==> config.mk <==
export PLATFORM = sky130hd
export DESIGN_NAME = seg_scan_ctrl_flat
export DESIGN_NICKNAME = d
export VERILOG_FILES = /design/src/rtl/seg_pkg.sv /design/src/rtl/seg_scan_ctrl_if.sv /design/src/rtl/bcd_seg7_enc.sv /design/src/rtl/seg_scan_ctrl.sv /design/src/flat_wrapper.sv
export SDC_FILE = /design/constraint.sdc
export NUM_CORES = 1
export LEC_CHECK = 0
export CORE_MARGIN = 8
export CORE_UTILIZATION = 35
export CTS_CLUSTER_SIZE = 25
export DETAILED_ROUTE_END_ITERATION = 7
export GPL_TIMING_DRIVEN = 1
export PLACE_DENSITY = 0.7
export SYNTH_ARGS = -nofsm -noshare
export SYNTH_HDL_FRONTEND = slang
export SYNTH_SLANG_ARGS = --single-unit
==> constraint.sdc <==
create_clock -name clk -period 3.25 [get_ports clk]
set_input_delay 0.325 -clock clk [delete_from_list [all_inputs] [get_ports clk]]
set_output_delay 0.325 -clock clk [all_outputs]
set_load 0.005 [all_outputs]
==> src/rtl/seg_pkg.sv <==
// Shared constants for the 4-digit multiplexed 7-segment scanner.
// Patterns are {g,f,e,d,c,b,a}, active-low.
package seg_pkg;
  localparam int SEL_W      = 2;
  localparam int NUM_DIGITS = 4;
  localparam int DIG_W      = 4 * NUM_DIGITS;

  localparam logic [6:0] SEG_BLANK = 7'h7F;
  localparam logic [6:0] SEG_DASH  = 7'h3F;

  // Entry [n] is the pattern for BCD value n.
  localparam logic [9:0][6:0] SEG_TABLE = {
    7'b0010000,  // 9
    7'b0000000,  // 8
    7'b1111000,  // 7
    7'b0000010,  // 6
    7'b0010010,  // 5
    7'b0011001,  // 4
    7'b0110000,  // 3
    7'b0100100,  // 2
    7'b1111001,  // 1
    7'b1000000   // 0
  };
endpackage

==> src/rtl/seg_scan_ctrl_if.sv <==
// Display-side bundle of the scanner: digit data/controls in, select and cathodes out.
interface seg_scan_ctrl_if;
  import seg_pkg::*;
  logic                   enable;
  logic [DIG_W-1:0]       digits;
  logic [NUM_DIGITS-1:0]  dp_mask;
  logic                   blank_lead;
  logic [SEL_W-1:0]       sel;
  logic [6:0]             seg;
  logic                   dp;
  logic                   frame_start;

  modport master (output enable, digits, dp_mask, blank_lead,
                  input  sel, seg, dp, frame_start);
  modport slave  (input  enable, digits, dp_mask, blank_lead,
                  output sel, seg, dp, frame_start);
endinterface

==> src/rtl/bcd_seg7_enc.sv <==
// Combinational BCD nibble to active-low 7-segment pattern; 10..15 show a dash.
module bcd_seg7_enc
  import seg_pkg::*;
(
  input  logic [3:0] nibble,
  input  logic       blank,
  output logic [6:0] seg
);
  always_comb begin
    seg = SEG_DASH;
    if (blank)                seg = SEG_BLANK;
    else if (nibble < 4'd10)  seg = SEG_TABLE[nibble];
  end
endmodule

==> src/rtl/seg_scan_ctrl.sv <==
// Refresh scanner: prescaled digit tick, 2-bit select, and registered cathodes
// for the newly selected digit, with per-frame digit snapshot.
module seg_scan_ctrl
  import seg_pkg::*;
#(
  parameter int PRESCALE = 100000,
  parameter int CNT_W    = 17
) (
  input  logic            clk,
  input  logic            reset,
  seg_scan_ctrl_if.slave  bus
);
  logic [CNT_W-1:0] cnt_q, cnt_d;
  logic [SEL_W-1:0] sel_q, sel_d, sel_nxt;
  logic [6:0]       seg_q, seg_d, enc_seg;
  logic             dp_q, dp_d;
  logic             fs_q, fs_d;
  logic [DIG_W-1:0] snap_q, snap_d, src, upper;
  logic             tick, wrap, lz_blank;

  always_comb begin
    tick    = bus.enable && (cnt_q == CNT_W'(PRESCALE - 1));
    wrap    = tick && (sel_q == SEL_W'(NUM_DIGITS - 1));
    sel_nxt = sel_q + SEL_W'(1);
    // Digit 0 at the wrap must come from the live input, since the snapshot
    // is only being loaded on that same edge.
    src      = wrap ? bus.digits : snap_q;
    upper    = src >> {sel_nxt, 2'b00};
    lz_blank = bus.blank_lead && (sel_nxt != '0) && (upper == '0);
  end

  bcd_seg7_enc u_enc (
    .nibble (upper[3:0]),
    .blank  (lz_blank),
    .seg    (enc_seg)
  );

  always_comb begin
    cnt_d  = cnt_q;
    sel_d  = sel_q;
    seg_d  = seg_q;
    dp_d   = dp_q;
    fs_d   = 1'b0;
    snap_d = snap_q;
    if (bus.enable) cnt_d = tick ? '0 : cnt_q + CNT_W'(1);
    if (tick) begin
      sel_d = sel_nxt;
      seg_d = enc_seg;
      dp_d  = ~bus.dp_mask[sel_nxt];
    end
    if (wrap) begin
      snap_d = bus.digits;
      fs_d   = 1'b1;
    end
  end

  always_ff @(posedge clk) begin
    if (reset) begin
      cnt_q  <= '0;
      sel_q  <= '0;
      seg_q  <= SEG_BLANK;
      dp_q   <= 1'b1;
      fs_q   <= 1'b0;
      snap_q <= '0;
    end else begin
      cnt_q  <= cnt_d;
      sel_q  <= sel_d;
      seg_q  <= seg_d;
      dp_q   <= dp_d;
      fs_q   <= fs_d;
      snap_q <= snap_d;
    end
  end

  assign bus.sel         = sel_q;
  assign bus.seg         = seg_q;
  assign bus.dp          = dp_q;
  assign bus.frame_start = fs_q;
endmodule

==> src/flat_wrapper.sv <==
// flat-port wrapper written by rule: the top's interface ports become plain ports
module seg_scan_ctrl_flat import seg_pkg::*;
#(
  parameter int PRESCALE = 100000,
  parameter int CNT_W    = 17
)
  (clk, reset, bus_enable, bus_digits, bus_dp_mask, bus_blank_lead, bus_sel, bus_seg, bus_dp, bus_frame_start);
  seg_scan_ctrl_if bus_i ();
  input  logic clk;
  input  logic reset;
  input wire logic [$bits(bus_i.enable)-1:0] bus_enable;
  input wire logic [$bits(bus_i.digits)-1:0] bus_digits;
  input wire logic [$bits(bus_i.dp_mask)-1:0] bus_dp_mask;
  input wire logic [$bits(bus_i.blank_lead)-1:0] bus_blank_lead;
  output wire logic [$bits(bus_i.sel)-1:0] bus_sel;
  output wire logic [$bits(bus_i.seg)-1:0] bus_seg;
  output wire logic [$bits(bus_i.dp)-1:0] bus_dp;
  output wire logic [$bits(bus_i.frame_start)-1:0] bus_frame_start;
  assign bus_i.enable = bus_enable;
  assign bus_i.digits = bus_digits;
  assign bus_i.dp_mask = bus_dp_mask;
  assign bus_i.blank_lead = bus_blank_lead;
  assign bus_sel = bus_i.sel;
  assign bus_seg = bus_i.seg;
  assign bus_dp = bus_i.dp;
  assign bus_frame_start = bus_i.frame_start;
  seg_scan_ctrl #(.PRESCALE(PRESCALE), .CNT_W(CNT_W)) u_core (.clk(clk), .reset(reset), .bus(bus_i));
endmodule
# Word-level counts from Yosys, hierarchy flattened
# Memory sizes are Yosys's and may differ from the RTL's.
# Cells that the tools add are included.
# op_classes
mux	8
order_cmp	3
reduce_logical	6
bitwise	1
shifts	1
eq_ne	2
add_sub_neg	2
# op_table
operator	count
7-bit two-way mux	3
17-bit by 1-bit adder with 17-bit output (second input constant)	1
17-bit == test (second input constant)	1
17-bit two-way mux	1
16-bit logical NOT	1
16-bit two-way mux	1
16-bit by 4-bit >> shifter with 16-bit output	1
4-bit by 5-bit < comparator with 1-bit output (second input constant)	1
1-bit logical AND	4
4-bit < comparator (second input constant)	1
2-bit by 3-bit < comparator with 1-bit output (second input constant)	1
2-bit by 1-bit adder with 2-bit output (second input constant)	1
1-bit binary-select mux with 2-bit select	1
2-bit == test (second input constant)	1
1-bit two-way mux	2
2-bit nonzero test	1
1-bit NOT	1
# word_totals
rom_bits	112
regBits	44
wordCells	30
output_inout_bits	11
mem_count	1
input_bits	24
# mem_list
memory	depth	word_bits	rd	rd_clocked_by_memory_dff	write_ports	line	source
(name not given)	16	7	1	0	0	bcd_seg7_enc.sv:12	else if (nibble < 4'd10) seg = SEG_TABLE[nibble];

# Depth between registers and ports, before layout
# Gate-level depths: netlist (run 1).
# logic_depth
ltp_word	9
ltp_mapped	16
mapped_depth_nobuf	13

# By module
# A second synthesis (run 1) with hierarchy kept.
# hier_totals
hier_cells	251
hier_area_um2	2301.0
# by_module_without_submodules
mod	seq_area_each_um2	cells_per_inst	instances	area_per_inst_um2
seg_scan_ctrl	880.8	218	1	2080.7
bcd_seg7_enc	0.0	33	1	220.2

# Worst setup path before layout (run 1)
# Ideal clock, no wire load.
# synth_timing
kind	reg2reg
from	reg u_core.cnt_q[12]
to	reg u_core.seg_q[5], in the netlist u_core.bus.seg[5]
n_path_buf	3
path_stages_with_launch	16
required_ns	3.117
period_less_slack_ns	3.255
arrival_time_ns	3.122
slack_ns	-0.005
setup_ns	0.133
cell_sequence	dfxtp_1 > or4b_4 > nor3_2 > and4_1 > buf_6 > buf_12 > clkbuf_8 > mux2i_1 > mux4_2 > ha_1 > nand2_1 > nor2_1 > o211ai_1 > a211oi_1 > nor4_2 > a21oi_1
# synth_between
elab_chain_len	9
elab_cells_between_ends	12
classes_between	1 x order compare; 1 x eq/ne; 1 x shift; 4 x mux; 4 x reduce/logical; 1 x memory
# synth_rtl
element	line	source
start: declaration	seg_scan_ctrl.sv:13	logic [CNT_W-1:0] cnt_q, cnt_d;
start signal: assignment	seg_scan_ctrl.sv:66	cnt_q <= cnt_d;
17-bit == test (*)	seg_scan_ctrl.sv:22	tick = bus.enable && (cnt_q == CNT_W'(PRESCALE - 1));
1-bit logical AND (*)	seg_scan_ctrl.sv:22	
1-bit logical AND	seg_scan_ctrl.sv:23	wrap = tick && (sel_q == SEL_W'(NUM_DIGITS - 1));
16-bit two-way mux	seg_scan_ctrl.sv:27	src = wrap ? bus.digits : snap_q;
16-bit by 4-bit >> shifter with 16-bit output	seg_scan_ctrl.sv:28	upper = src >> {sel_nxt, 2'b00};
memory read 16 x 7 bit	n/a	
7-bit two-way mux (not written as such)	bcd_seg7_enc.sv:12	
7-bit two-way mux	bcd_seg7_enc.sv:12	
7-bit two-way mux	bcd_seg7_enc.sv:11	if (blank) seg = SEG_BLANK;
end signal: assignment	seg_scan_ctrl.sv:68	seg_q <= seg_d;
end: declaration	seg_scan_ctrl.sv:15	logic [6:0] seg_q, seg_d, enc_seg;
# Every way passes the cells marked *; elsewhere a longest branch is shown, timed or not. The select of a mux whose other input is x is not followed.
# A chain may end at the register's enable or synchronous reset.

# Worst setup path after layout (run 1)
# Same ends and word-level chain as after synthesis.

==> results of run 1 <==
==> cell type report <==
type,count,share of cell area
repair buffers,53,0.173
well taps,77,0.0325
multi-input cells,183,0.456
inverters,8,0.0101
clock inverters,2,0.00338
clock buffers,6,0.0278
flip-flops and latches,44,0.297
==> per-stage QoR <==
| step | cells | cell area (sq um) | hold slack [ns] | utilization | power (uW) |
|---|---|---|---|---|---|
| 5_1_grt | 373 | 2970 | 0.523 | 0.470 | 992 |
| 2_1_floorplan | 248 | 2260 | 0.451 | - | 572 |
| 4_1_cts | 365 | 2790 | 0.486 | 0.442 | 971 |
| 3_5_place_dp | 357 | 2700 | 0.464 | 0.428 | 609 |
| 3_3_place_gp | 357 | 2700 | 0.452 | 0.428 | 609 |
| 6_report | 373 | 2970 | 0.481 | 0.470 | 963 |
==> critical path, stage by stage, from the launching register on <==
cell       delay (ns)
dfxtp_2          0.34
or4b_4           0.56
nor3_4           0.14
and4_4           0.27
clkbuf_16        0.16
mux2i_2          0.22
mux4_2           0.29
ha_2             0.18
nand2_1          0.05
nor2_1           0.08
o211ai_1         0.11
a211oi_2         0.27
nor4_2           0.06
buf_4            0.16
a21oi_2          0.13
==> kinds of logic (layout without fill, tap and decap cells) <==
group                      count (synthesis)  count (layout)  share of synthesized area
AOI/OAI and AO/OA                         27              27                     0.0720
xor gates and xnor gates                  13              13                     0.0504
adders and majority gates                  8               8                     0.0443
buffers and inverters                     21              69                     0.0537
DFF                                       44              44                      0.390
muxes                                     25              25                      0.143
and+or+nand+nor                          110             110                      0.246
==> layer usage <==
| layer | part of all wire | GRT usage | vias up | wire length, um |
|---|---|---|---|---|
| met4 | 0.016 | 0.0429 | 0 | 91 |
| li1 | - | - | 968 | - |
| met2 | 0.51 | 0.205 | 48 | 2880 |
| met3 | 0.049 | 0.0374 | 11 | 276 |
| met5 | 0 | 0 | - | 0 |
| met1 | 0.43 | 0.139 | 922 | 2410 |
==> repair_timing <==
item / in CTS / in global routing
setup endpoints to repair: 0 / 7
buffers inserted: 0 / 7
gates resized for setup: 0 / 19
==> path summary, 6_finish.rpt <==
kind / cells past startpoint / to / slack, ns / startpoint
max reg2reg: 14 / u_core.bus.seg[5] / 0.14 / u_core.cnt_q[12]
max: 14 / u_core.bus.seg[5] / 0.14 / u_core.cnt_q[12]
min: 1 / u_core.bus.dp / 0.48 / u_core.bus.dp
min reg2reg: 1 / u_core.bus.dp / 0.48 / u_core.bus.dp
==> power groups by stage <==
stage | sequential (uW) | combinational (uW) | clock (uW)
2_1_floorplan | 555 | 17.6 | 0
3_3_place_gp | 555 | 54.0 | 0
3_5_place_dp | 555 | 54.2 | 0
4_1_cts | 543 | 54.3 | 374
5_1_grt | 543 | 62.2 | 387
6_report | 542 | 58.1 | 362
==> layout by cell type (no fill, tap or decap), types with 2 or more instances in the layout <==
cell type,count
mux2_4,2
buf_4,17
ha_1,7
mux2i_1,10
inv_1,8
nor2_1,47
xnor2_1,4
mux4_2,5
nand2b_1,4
xor2_1,9
a21oi_1,12
or3_1,4
dfxtp_1,43
nand4_1,7
o21ai_0,3
a211oi_1,2
nand2_1,12
clkdlybuf4s50_1,34
o211ai_1,2
mux2i_4,5
mux2i_2,2
a21oi_2,3
nand3_1,11
clkinv_2,2
clkbuf_8,6
or4_1,4
nor3_1,7
nor4_1,2
==> Yosys cell counts (2+ instances only) <==
cell type and count:
buf_6 2, nor3_1 7, nand2_1 12, o21ai_0 3
or3_1 4, or4_1 4, nand4_1 7, clkbuf_1 8
xor2_1 9, xnor2_1 4, and4_1 2, mux2_4 2
nor4_1 2, mux4_2 5, nand3_1 11, a211oi_1 3
inv_1 8, a21oi_1 14, nand2b_1 4, o211ai_1 2
ha_1 8, nor2_1 47, dfxtp_1 44, mux2i_1 17
==> registers in the layout (all words and copies together) (netlist names) <==
| register | cells |
|---|---|
| u_core.snap_q | 16 |
| u_core.cnt_q | 17 |
| u_core.bus.dp | 1 |
| u_core.bus.sel | 2 |
| u_core.bus.seg | 7 |
| u_core.bus.frame_start | 1 |
==> flow_metrics.py, run 1 <==
metrics = {
    "finish": {
        "syn_to_final_growth_pct": 31.2,
        "multiInputGateArea_sq_um": 1350,
        "n_fill_cell": 624,
        "final_nets": 327,
        "seqCellArea_sq_um": 882,
        "final_layout_size_suffix_gt1_frac": 0.179,
        "diodes": 0,
    },
    "critical_path": {
        "arrival_ns": 3.35,
        "path_class": "flop to flop",
        "crit_path_start_kind": "flop",
        "critPathMaxFanout": 5,
        "endpoint_kind": "flop",
        "cp_data_required_time_ns": 3.49,
    },
    "pwr": {
        "power_frac_seq": 0.563,
        "p_int_uw": 744,
        "peakVddDrop_mv": 0.199,
        "powerDensity_nw_per_um2": 325,
        "p_leak_uw": 0.00105,
        "swShare": 0.227,
        "p_clk_frac": 0.376,
        "p_sw_uw": 219,
        "combPwrFrac": 0.060,
    },
    "route": {
        "ant_nets": 0,
        "drtPass1Iterations": 4,
        "drc_errors": 0,
        "wl_per_cell_um": 15.2,
        "first_iter_violations": 88,
        "vias": 1949,
        "vias_per_cell": 5.23,
        "drt-total-wl_mm": 5.66,
    },
    "timing": {
        "max_slew_margin": 0.680,
        "tns_ns": 0,
        "skew_ns": 0.00851,
        "period_share": 0.957,
        "drv_slew": 0,
        "setup_viol": 0,
        "hold_viol": 0,
        "worst_pin_slew_ns": 0.476,
        "period_minus_slack_ns": 3.11,
        "worst_slack_ns": 0.139,
        "fmax_mhz": 321,
    },
    "clocking": {
        "clk_pin_slew_ns": 0.09,
        "cts_tree": "done",
        "cts_inserted_buffers": 5,
        "clock_latency_ns": 0.30,
        "clock_path_buffers": 2,
        "h-tree-depth": 2,
        "clockRootBuffer": "clkbuf_8",
        "cts.sinks": 44,
        "hold_buffers": 0,
    },
    "run": {
        "cap_violations": 0,
    },
    "yosys": {
        "yosysWarnings": 0,
        "synthTopCellsByArea": "dfxtp_1 39%, nor2_1 7.8%, mux2i_1 7.5%, mux4_2 5.0%, ha_1 4.4%",
        "yosysTopAreaCell": "dfxtp_1",
        "synth_area_per_cell_sq_um": 9.11,
        "synth-main-ff-cell": "dfxtp_1",
        "ys_async_sr_fraction": 0,
        "synth.cell_area_sq_um": 2260,
        "synth_nets": 280,
        "ys_seq_elements": 44,
        "ys_seq_area_frac": 0.390,
        "synth-edff-count": 0,
        "netlist_instances": 248,
        "synth_top_cell_area_share": 0.390,
        "yosysUniqueCellTypes": 43,
    },
    "floorplanning": {
        "core_sq_um": 6310,
        "initial_core_util": 0.358,
        "die_x_um": 96.4,
        "pin_count": 35,
        "die_area_sq_um": 9280,
        "die_h_um": 96.4,
        "rows": 29,
    },
    "outcome": {
        "status": "complete, no violations",
    },
    "grt": {
        "grt_usage": 0.120,
        "grt_pass1_wl_mm": 8.71,
        "antenna_found_initial": 0,
        "grt_max_degree": 27,
        "grt_pass1_vias": 1864,
        "grt_overflow": 0,
    },
    "placement": {
        "dp_slack_ns": -0.0215,
        "dp_hpwl_mm": 4.12,
        "gp_congestion": 0.862,
        "portBuffers": 34,
    },
    "worst_hold_path": {
        "hold_class": "flop to flop",
    },
}
Note: power is estimated with default switching activity, not from simulation.
==> inputs of run 2 (changes only) <==
==> constraint.sdc (replaced) <==
create_clock -name clk -period 3.25 [get_ports clk]
set_input_delay 0.325 -clock clk [delete_from_list [all_inputs] [get_ports clk]]
set_output_delay 0.325 -clock clk [all_outputs]
set_load 0.01 [all_outputs]
==> results of run 2 <==
No change in the layout: final DEF, timing and power equal those of run 1.
